`src/rtl/cam_capture_scaler.sv`:
```
// Camera capture front-end: oversamples the camera bus in the clk domain, assembles
// 2-byte pixels, converts them to RGB332, decimates by 2^DEC_SHIFT and issues RAM writes.
module cam_capture_scaler #(
  parameter int CAM_SCREEN_X = 160,
  parameter int CAM_SCREEN_Y = 120,
  parameter int AW           = 15,
  parameter int DW           = 8,
  parameter int DEC_SHIFT    = 2
) (
  input  logic          clk,
  input  logic          rst,
  input  logic [1:0]    mode,
  input  logic          Pclk,
  input  logic          Href,
  input  logic          Vsync,
  input  logic [7:0]    D,
  output logic [AW-1:0] addr_out,
  output logic [DW-1:0] data_out,
  output logic          regwrite,
  output logic          busy,
  output logic          frame_done,
  output logic          frame_err
);

  localparam int FRAME_PIX = CAM_SCREEN_X * CAM_SCREEN_Y;
  // Counters are one bit wider than the largest useful input coordinate and saturate,
  // so oversized input frames can never wrap back into the stored window.
  localparam int CW = $clog2((CAM_SCREEN_X << DEC_SHIFT) + 1) + 1;
  localparam int RW = $clog2((CAM_SCREEN_Y << DEC_SHIFT) + 1) + 1;
  localparam int WW = $clog2(FRAME_PIX + 1);
  localparam int BW = CW + 3;
  localparam int SW = 11;
  localparam logic [CW-1:0] COL_MASK = CW'((1 << DEC_SHIFT) - 1);
  localparam logic [RW-1:0] ROW_MASK = RW'((1 << DEC_SHIFT) - 1);

  typedef enum logic [1:0] {ST_IDLE, ST_FRAME, ST_BYTE1, ST_CLOSE} state_t;

  logic [SW-1:0] pad_in;
  logic [SW-1:0] sync_vec;
  assign pad_in = {Vsync, Href, Pclk, D};

  generate
    for (genvar gi = 0; gi < SW; gi++) begin : g_sync
      logic s1_reg;
      logic s2_reg;
      always_ff @(posedge clk or negedge rst) begin
        if (!rst) begin
          s1_reg <= 1'b0;
          s2_reg <= 1'b0;
        end else begin
          s1_reg <= pad_in[gi];
          s2_reg <= s1_reg;
        end
      end
      assign sync_vec[gi] = s2_reg;
    end
  endgenerate

  logic       vsync_s, href_s, pclk_s;
  logic [7:0] d_s;
  assign {vsync_s, href_s, pclk_s, d_s} = sync_vec;

  logic pclk_d_reg, href_d_reg, vsync_d_reg;
  always_ff @(posedge clk or negedge rst) begin
    if (!rst) begin
      pclk_d_reg  <= 1'b0;
      href_d_reg  <= 1'b0;
      vsync_d_reg <= 1'b0;
    end else begin
      pclk_d_reg  <= pclk_s;
      href_d_reg  <= href_s;
      vsync_d_reg <= vsync_s;
    end
  end

  logic byte_strobe, href_fall, vsync_fall, vsync_rise;
  assign byte_strobe = pclk_s & ~pclk_d_reg & href_s;
  assign href_fall   = ~href_s & href_d_reg;
  assign vsync_fall  = ~vsync_s & vsync_d_reg;
  assign vsync_rise  = vsync_s & ~vsync_d_reg;

  state_t          state_reg, state_next;
  logic [CW-1:0]   icol_reg, icol_next;
  logic [RW-1:0]   irow_reg, irow_next;
  logic [WW-1:0]   wcount_reg, wcount_next;
  logic            line_err_reg, line_err_next;
  logic [1:0]      mode_reg, mode_next;
  logic [7:0]      b0_reg, b0_next;
  logic [AW-1:0]   addr_reg, addr_next;
  logic [DW-1:0]   data_reg, data_next;
  logic            regwrite_reg, regwrite_next;
  logic            busy_reg, busy_next;
  logic            done_reg, done_next;
  logic            err_reg, err_next;

  logic [CW-1:0] ocol;
  logic [RW-1:0] orow;
  logic          wr_ok;
  logic [AW-1:0] pix_addr;
  assign ocol     = icol_reg >> DEC_SHIFT;
  assign orow     = irow_reg >> DEC_SHIFT;
  assign wr_ok    = ((icol_reg & COL_MASK) == '0) && ((irow_reg & ROW_MASK) == '0) &&
                    (ocol < CW'(CAM_SCREEN_X)) && (orow < RW'(CAM_SCREEN_Y));
  assign pix_addr = AW'(orow) * AW'(CAM_SCREEN_X) + AW'(ocol);

  // Test-pattern bar index as a thermometer of ocol*8 >= k*CAM_SCREEN_X, avoiding a divider.
  logic [7:1] bar_ge;
  logic [2:0] bar_idx;
  generate
    for (genvar gi = 1; gi < 8; gi++) begin : g_bar
      assign bar_ge[gi] = {ocol, 3'b000} >= BW'(gi * CAM_SCREEN_X);
    end
  endgenerate

  always_comb begin
    bar_idx = 3'd0;
    for (int k = 1; k < 8; k++) bar_idx = bar_idx + {2'b00, bar_ge[k]};
  end

  logic [7:0] bar_color;
  always_comb begin
    case (bar_idx)
      3'd0:    bar_color = 8'hFF;
      3'd1:    bar_color = 8'hFC;
      3'd2:    bar_color = 8'h1F;
      3'd3:    bar_color = 8'h1C;
      3'd4:    bar_color = 8'hE3;
      3'd5:    bar_color = 8'hE0;
      3'd6:    bar_color = 8'h03;
      default: bar_color = 8'h00;
    endcase
  end

  // b1 is taken straight from the synced bus in the cycle its edge is detected.
  logic [7:0] pix_data;
  always_comb begin
    case (mode_reg)
      2'b00:   pix_data = {b0_reg[7:5], b0_reg[2:0], d_s[4:3]};
      2'b01:   pix_data = {b0_reg[3:1], d_s[7:5], d_s[3:2]};
      2'b10:   pix_data = {b0_reg[7:5], b0_reg[7:5], b0_reg[7:6]};
      default: pix_data = bar_color;
    endcase
  end

  logic unused_b0_bit;
  assign unused_b0_bit = b0_reg[4];

  always_comb begin
    state_next    = state_reg;
    icol_next     = icol_reg;
    irow_next     = irow_reg;
    wcount_next   = wcount_reg;
    line_err_next = line_err_reg;
    mode_next     = mode_reg;
    b0_next       = b0_reg;
    addr_next     = addr_reg;
    data_next     = data_reg;
    regwrite_next = 1'b0;
    busy_next     = busy_reg;
    done_next     = 1'b0;
    err_next      = 1'b0;
    case (state_reg)
      ST_IDLE: begin
        if (vsync_fall) begin
          state_next    = ST_FRAME;
          icol_next     = '0;
          irow_next     = '0;
          wcount_next   = '0;
          line_err_next = 1'b0;
          mode_next     = mode;
          busy_next     = 1'b1;
        end
      end
      ST_FRAME, ST_BYTE1: begin
        if (href_fall) begin
          icol_next  = '0;
          irow_next  = (irow_reg == '1) ? irow_reg : irow_reg + RW'(1);
          state_next = ST_FRAME;
          if (state_reg == ST_BYTE1) line_err_next = 1'b1;
        end else if (byte_strobe) begin
          if (state_reg == ST_FRAME) begin
            b0_next    = d_s;
            state_next = ST_BYTE1;
          end else begin
            state_next = ST_FRAME;
            icol_next  = (icol_reg == '1) ? icol_reg : icol_reg + CW'(1);
            if (wr_ok) begin
              regwrite_next = 1'b1;
              addr_next     = pix_addr;
              data_next     = DW'(pix_data);
              wcount_next   = wcount_reg + WW'(1);
            end
          end
        end
        // Closing one cycle later lets a pixel completing with Vsync rising count first.
        if (vsync_rise) state_next = ST_CLOSE;
      end
      default: begin
        state_next = ST_IDLE;
        busy_next  = 1'b0;
        if (wcount_reg == WW'(FRAME_PIX) && !line_err_reg) done_next = 1'b1;
        else                                               err_next  = 1'b1;
      end
    endcase
  end

  always_ff @(posedge clk or negedge rst) begin
    if (!rst) begin
      state_reg    <= ST_IDLE;
      icol_reg     <= '0;
      irow_reg     <= '0;
      wcount_reg   <= '0;
      line_err_reg <= 1'b0;
      mode_reg     <= 2'b00;
      b0_reg       <= 8'h00;
      addr_reg     <= '0;
      data_reg     <= '0;
      regwrite_reg <= 1'b0;
      busy_reg     <= 1'b0;
      done_reg     <= 1'b0;
      err_reg      <= 1'b0;
    end else begin
      state_reg    <= state_next;
      icol_reg     <= icol_next;
      irow_reg     <= irow_next;
      wcount_reg   <= wcount_next;
      line_err_reg <= line_err_next;
      mode_reg     <= mode_next;
      b0_reg       <= b0_next;
      addr_reg     <= addr_next;
      data_reg     <= data_next;
      regwrite_reg <= regwrite_next;
      busy_reg     <= busy_next;
      done_reg     <= done_next;
      err_reg      <= err_next;
    end
  end

  assign addr_out   = addr_reg;
  assign data_out   = data_reg;
  assign regwrite   = regwrite_reg;
  assign busy       = busy_reg;
  assign frame_done = done_reg;
  assign frame_err  = err_reg;

endmodule

```
`config.mk`:
```
export PLATFORM = sky130hd
export DESIGN_NAME = cam_capture_scaler
export DESIGN_NICKNAME = d
export VERILOG_FILES = /design/src/rtl/cam_capture_scaler.sv
export SDC_FILE = /design/constraint.sdc
export NUM_CORES = 1
export LEC_CHECK = 0
export ABC_AREA = 1
export CORE_ASPECT_RATIO = 0.9
export CORE_MARGIN = 10
export CORE_UTILIZATION = 45
export CTS_CLUSTER_DIAMETER = 150
export DETAILED_ROUTE_END_ITERATION = 7
export HOLD_SLACK_MARGIN = 0.06
export SYNTH_ARGS = -nofsm -noshare
export SYNTH_HDL_FRONTEND = slang
export SYNTH_SLANG_ARGS = --single-unit
```
`constraint.sdc`:
```
create_clock -name clk -period 4.6 [get_ports clk]
set_input_delay 0.69 -clock clk [delete_from_list [all_inputs] [get_ports clk]]
set_output_delay 0.69 -clock clk [all_outputs]
set_load 0.05 [all_outputs]
```
==> summary.md <==
| Metric | Value |
|---|---|
| Pin count of the biggest net entering global routing | 74 |
| Status | completed |
| Rows | 38 |
| Area Overhead vs Synth | 15.1% |
| Setup Fix Bufs, Post-CTS | 0 |
| Clk sinks | 100 |
| Total power | 3010 uW |
| IO buf count | 41 |
| FF-to-FF End | data_out[5] |
| Top delay family on crit path | adder cells |
| PD cells | 469 nW/um^2 |
| Yosys warnings | 0 |
| Num CTS Buffers | 9 |
| Fraction of layout cells with a size suffix above 1 | 0.0763 |
| Crit path DAT | 4060 ps |
| Worst endpoint required time | 4870 ps |
| EDFF count, synth | 0 |
| Final min period | 3800 ps |
| # setup viols final | 0 |
| Yosys reg bits | 100 |
| Initial core utilization | 0.462 |
| NumNets Final | 764 |
| Max-slew violations | 0 |
| Critical path, cell by cell | inv_1 > nand2_1 > a2111oi_0 > fa_1 > fa_1 > fa_1 > fa_1 > inv_1 > nor2_1 > nor2_1 > o21ai_0 |
| First-pass iteration count of the detailed router | 4 |
| Die height | 126 um |
| Leakage Power | 0.00299 uW |
| Worst slew margin | 0.377 |
| Antenna violations before repair | 0 |
| CP max-delay cell | a2111oi_0 |
| Peak Freq | 263 MHz |
| FF-to-FF path depth | 11 |
| Critical path startpoint category | flop |
| RSZ-0062 raised after global routing | no |
| Initial DRC Count | 274 |
| First-pass GRT wire length | 21000 um |
| Setup TNS Final | 0 ps |
| Worst-path clk slew | 80 ps |
| Critical Path Sink | data_out[5] |
| Worst hold start | g_sync[4].s1_reg |
| Final Hold Violating Endpoints | 0 |
| Post-synthesis sequential area ratio | 0.449 |
| Final WL | 12300 um |
| Total die area | 17300 sq um |
| Antenna viol nets, final | 0 |
| Worst Setup End Kind | flop |
| Resize count post-CTS | 0 |
| Wire length per cell | 14.0 um |
| DR vias/cell | 5.12 |
| Hold_buf cts | 0 |
| Synthesized instance count | 675 |
| Buf/Inv on CP | 2 |
| Antenna cells | 0 |
| Post-Syn Area | 5580 sq um |
| Vias in the first global route | 4258 |
| CTS HTree Levels | 3 |
| DR vias | 4515 |
| Crit path from | icol_reg[8] |
| Min-delay worst type | flop to flop |
| Reg-to-reg startpoint | icol_reg[8] |
| Path length in cells of the critical path | 11 |
| Fin crit share | 0.825 |
| Clock Latency Late Sink | 360 ps |
| Drt drc | 0 |
| Gr usage total | 0.149 |
| Die X | 137 um |
| CP Max Fanout | 7 |
| Root Buffer | clkbuf_16 |
| Core area | 12100 sq um |
| Reg2reg setup slack | 800 ps |
| VDD IR max | 0.395 mV |
| Clock Tree Buf Depth | 2 |
| GP Congestion | 0.906 |
| DP HPWL | 9060 um |
| I/O pins | 42 |
| Critical path class | flop to flop |
| CTS tree | yes |
| GRT overflow | 0 |
| Yosys cell types | 42 |
| Most frequent CP cell | fa_1 |
| Final Skew | 10.3 ps |
| Synthesized net count | 723 |
| Worst-margin pin slew | 934 ps |
| # Max-Cap Violations | 0 |
| Slowest Stage Delay on Critical Path | 540 ps |
| Post-synth top flop | dfrtp_1 |
| Async SR Flop Fraction | 1.00 |
| Mean Syn Cell Area | 8.26 sq um |
## per-layer routing
metal  up-vias  track usage  share of wire
met2        92        0.219           0.45
li1       2289            -              -
met3        11       0.0354          0.051
met5         -            0              0
met4         0       0.0458         0.0089
met1      2123        0.212           0.49
## how the worst min path moves through the flow
stage | to | slack, ps | cells past startpoint
after detailed placement | g_sync[10].s2_reg | 340 | 0
after floorplan | g_sync[0].s2_reg | 330 | 0
final | g_sync[4].s2_reg | 350 | 0
after global placement | g_sync[4].s2_reg | 330 | 0
after global routing | g_sync[6].s2_reg | 360 | 0
after CTS | g_sync[4].s2_reg | 350 | 0
## cell families (layout without fill, tap and decap cells)
group                      after synthesis  after routing  synth area share
and+or+nand+nor                        327            327             0.264
DFF                                    100            100             0.449
AOI/OAI and AO/OA                       99             99             0.102
buffers and inverters                   97            143            0.0736
adders and majority gates               33             33            0.0821
xor gates and xnor gates                19             19            0.0298
## layout make-up
| type | count | area [sq um] |
|---|---|---|
| Clock buffer | 9 | 225 |
| Clock inverter | 7 | 83.8 |
| Fill cell | 1168 | 5660 |
| Inverter | 83 | 314 |
| Multi-Input combinational cell | 478 | 2670 |
| Sequential cell | 100 | 2500 |
| Tap cell | 160 | 200 |
| Timing Repair Buffer | 44 | 430 |
## synth_stat cells, types with 2 or more instances
library cell,count,area [sq um]
a21oi_1,17,85.1
a31oi_1,3,18.8
buf_2,7,35.0
buf_6,2,22.5
clkbuf_1,3,11.3
dfrtp_1,100,2500
fa_1,6,120
ha_1,27,338
inv_1,79,297
inv_2,3,11.3
nand2_1,152,571
nand2_2,6,37.5
nand2_4,2,22.5
nand3_1,51,255
nand3_2,4,40.0
nand3b_1,3,22.5
nand4_1,16,100
nor2_1,66,248
nor2_2,2,12.5
nor2_4,3,33.8
nor3_1,15,75.1
nor4_1,3,18.8
o211ai_1,2,15.0
o21ai_0,52,260
o21ai_1,3,15.0
o21ai_2,9,78.8
o22ai_1,6,37.5
or2_2,2,12.5
xnor2_1,3,26.3
xor2_1,16,140
## report_power, final
group	leakage (uW)	internal (uW)	switching (uW)
clock	0.000151	391	380
combinational	0.00153	323	810
sequential	0.00130	1010	95.1
total	0.00299	1720	1290
## metrics by stage
stage               cell area (sq um)  worst slack (ps)  utilization  hold WS [ps]  cells
floorplan                        5580              1100            -           331    675
finish                           6420               805        0.532           350    881
global route                     6420               579        0.532           356    881
detailed placement               6110               830        0.506           336    865
global placement                 6110               959        0.506           332    865
CTS                              6420               793        0.532           352    881
## placed cells by master (no fill, tap or decap), types with 4 or more instances in the layout
cell and count:
clkbuf_16 9, fa_1 6, inv_1 79, a21oi_1 17, dfrtp_1 100, nand3_1 51
o21ai_2 9, ha_1 27, o22ai_1 6, nand3_2 4, nand2_2 6, nand2_1 152
clkdlybuf4s50_1 40, buf_4 4, o21ai_0 52, nor2_1 66, nor3_1 15, xor2_1 16
nand4_1 16
Power figures use the tool's default switching activity.
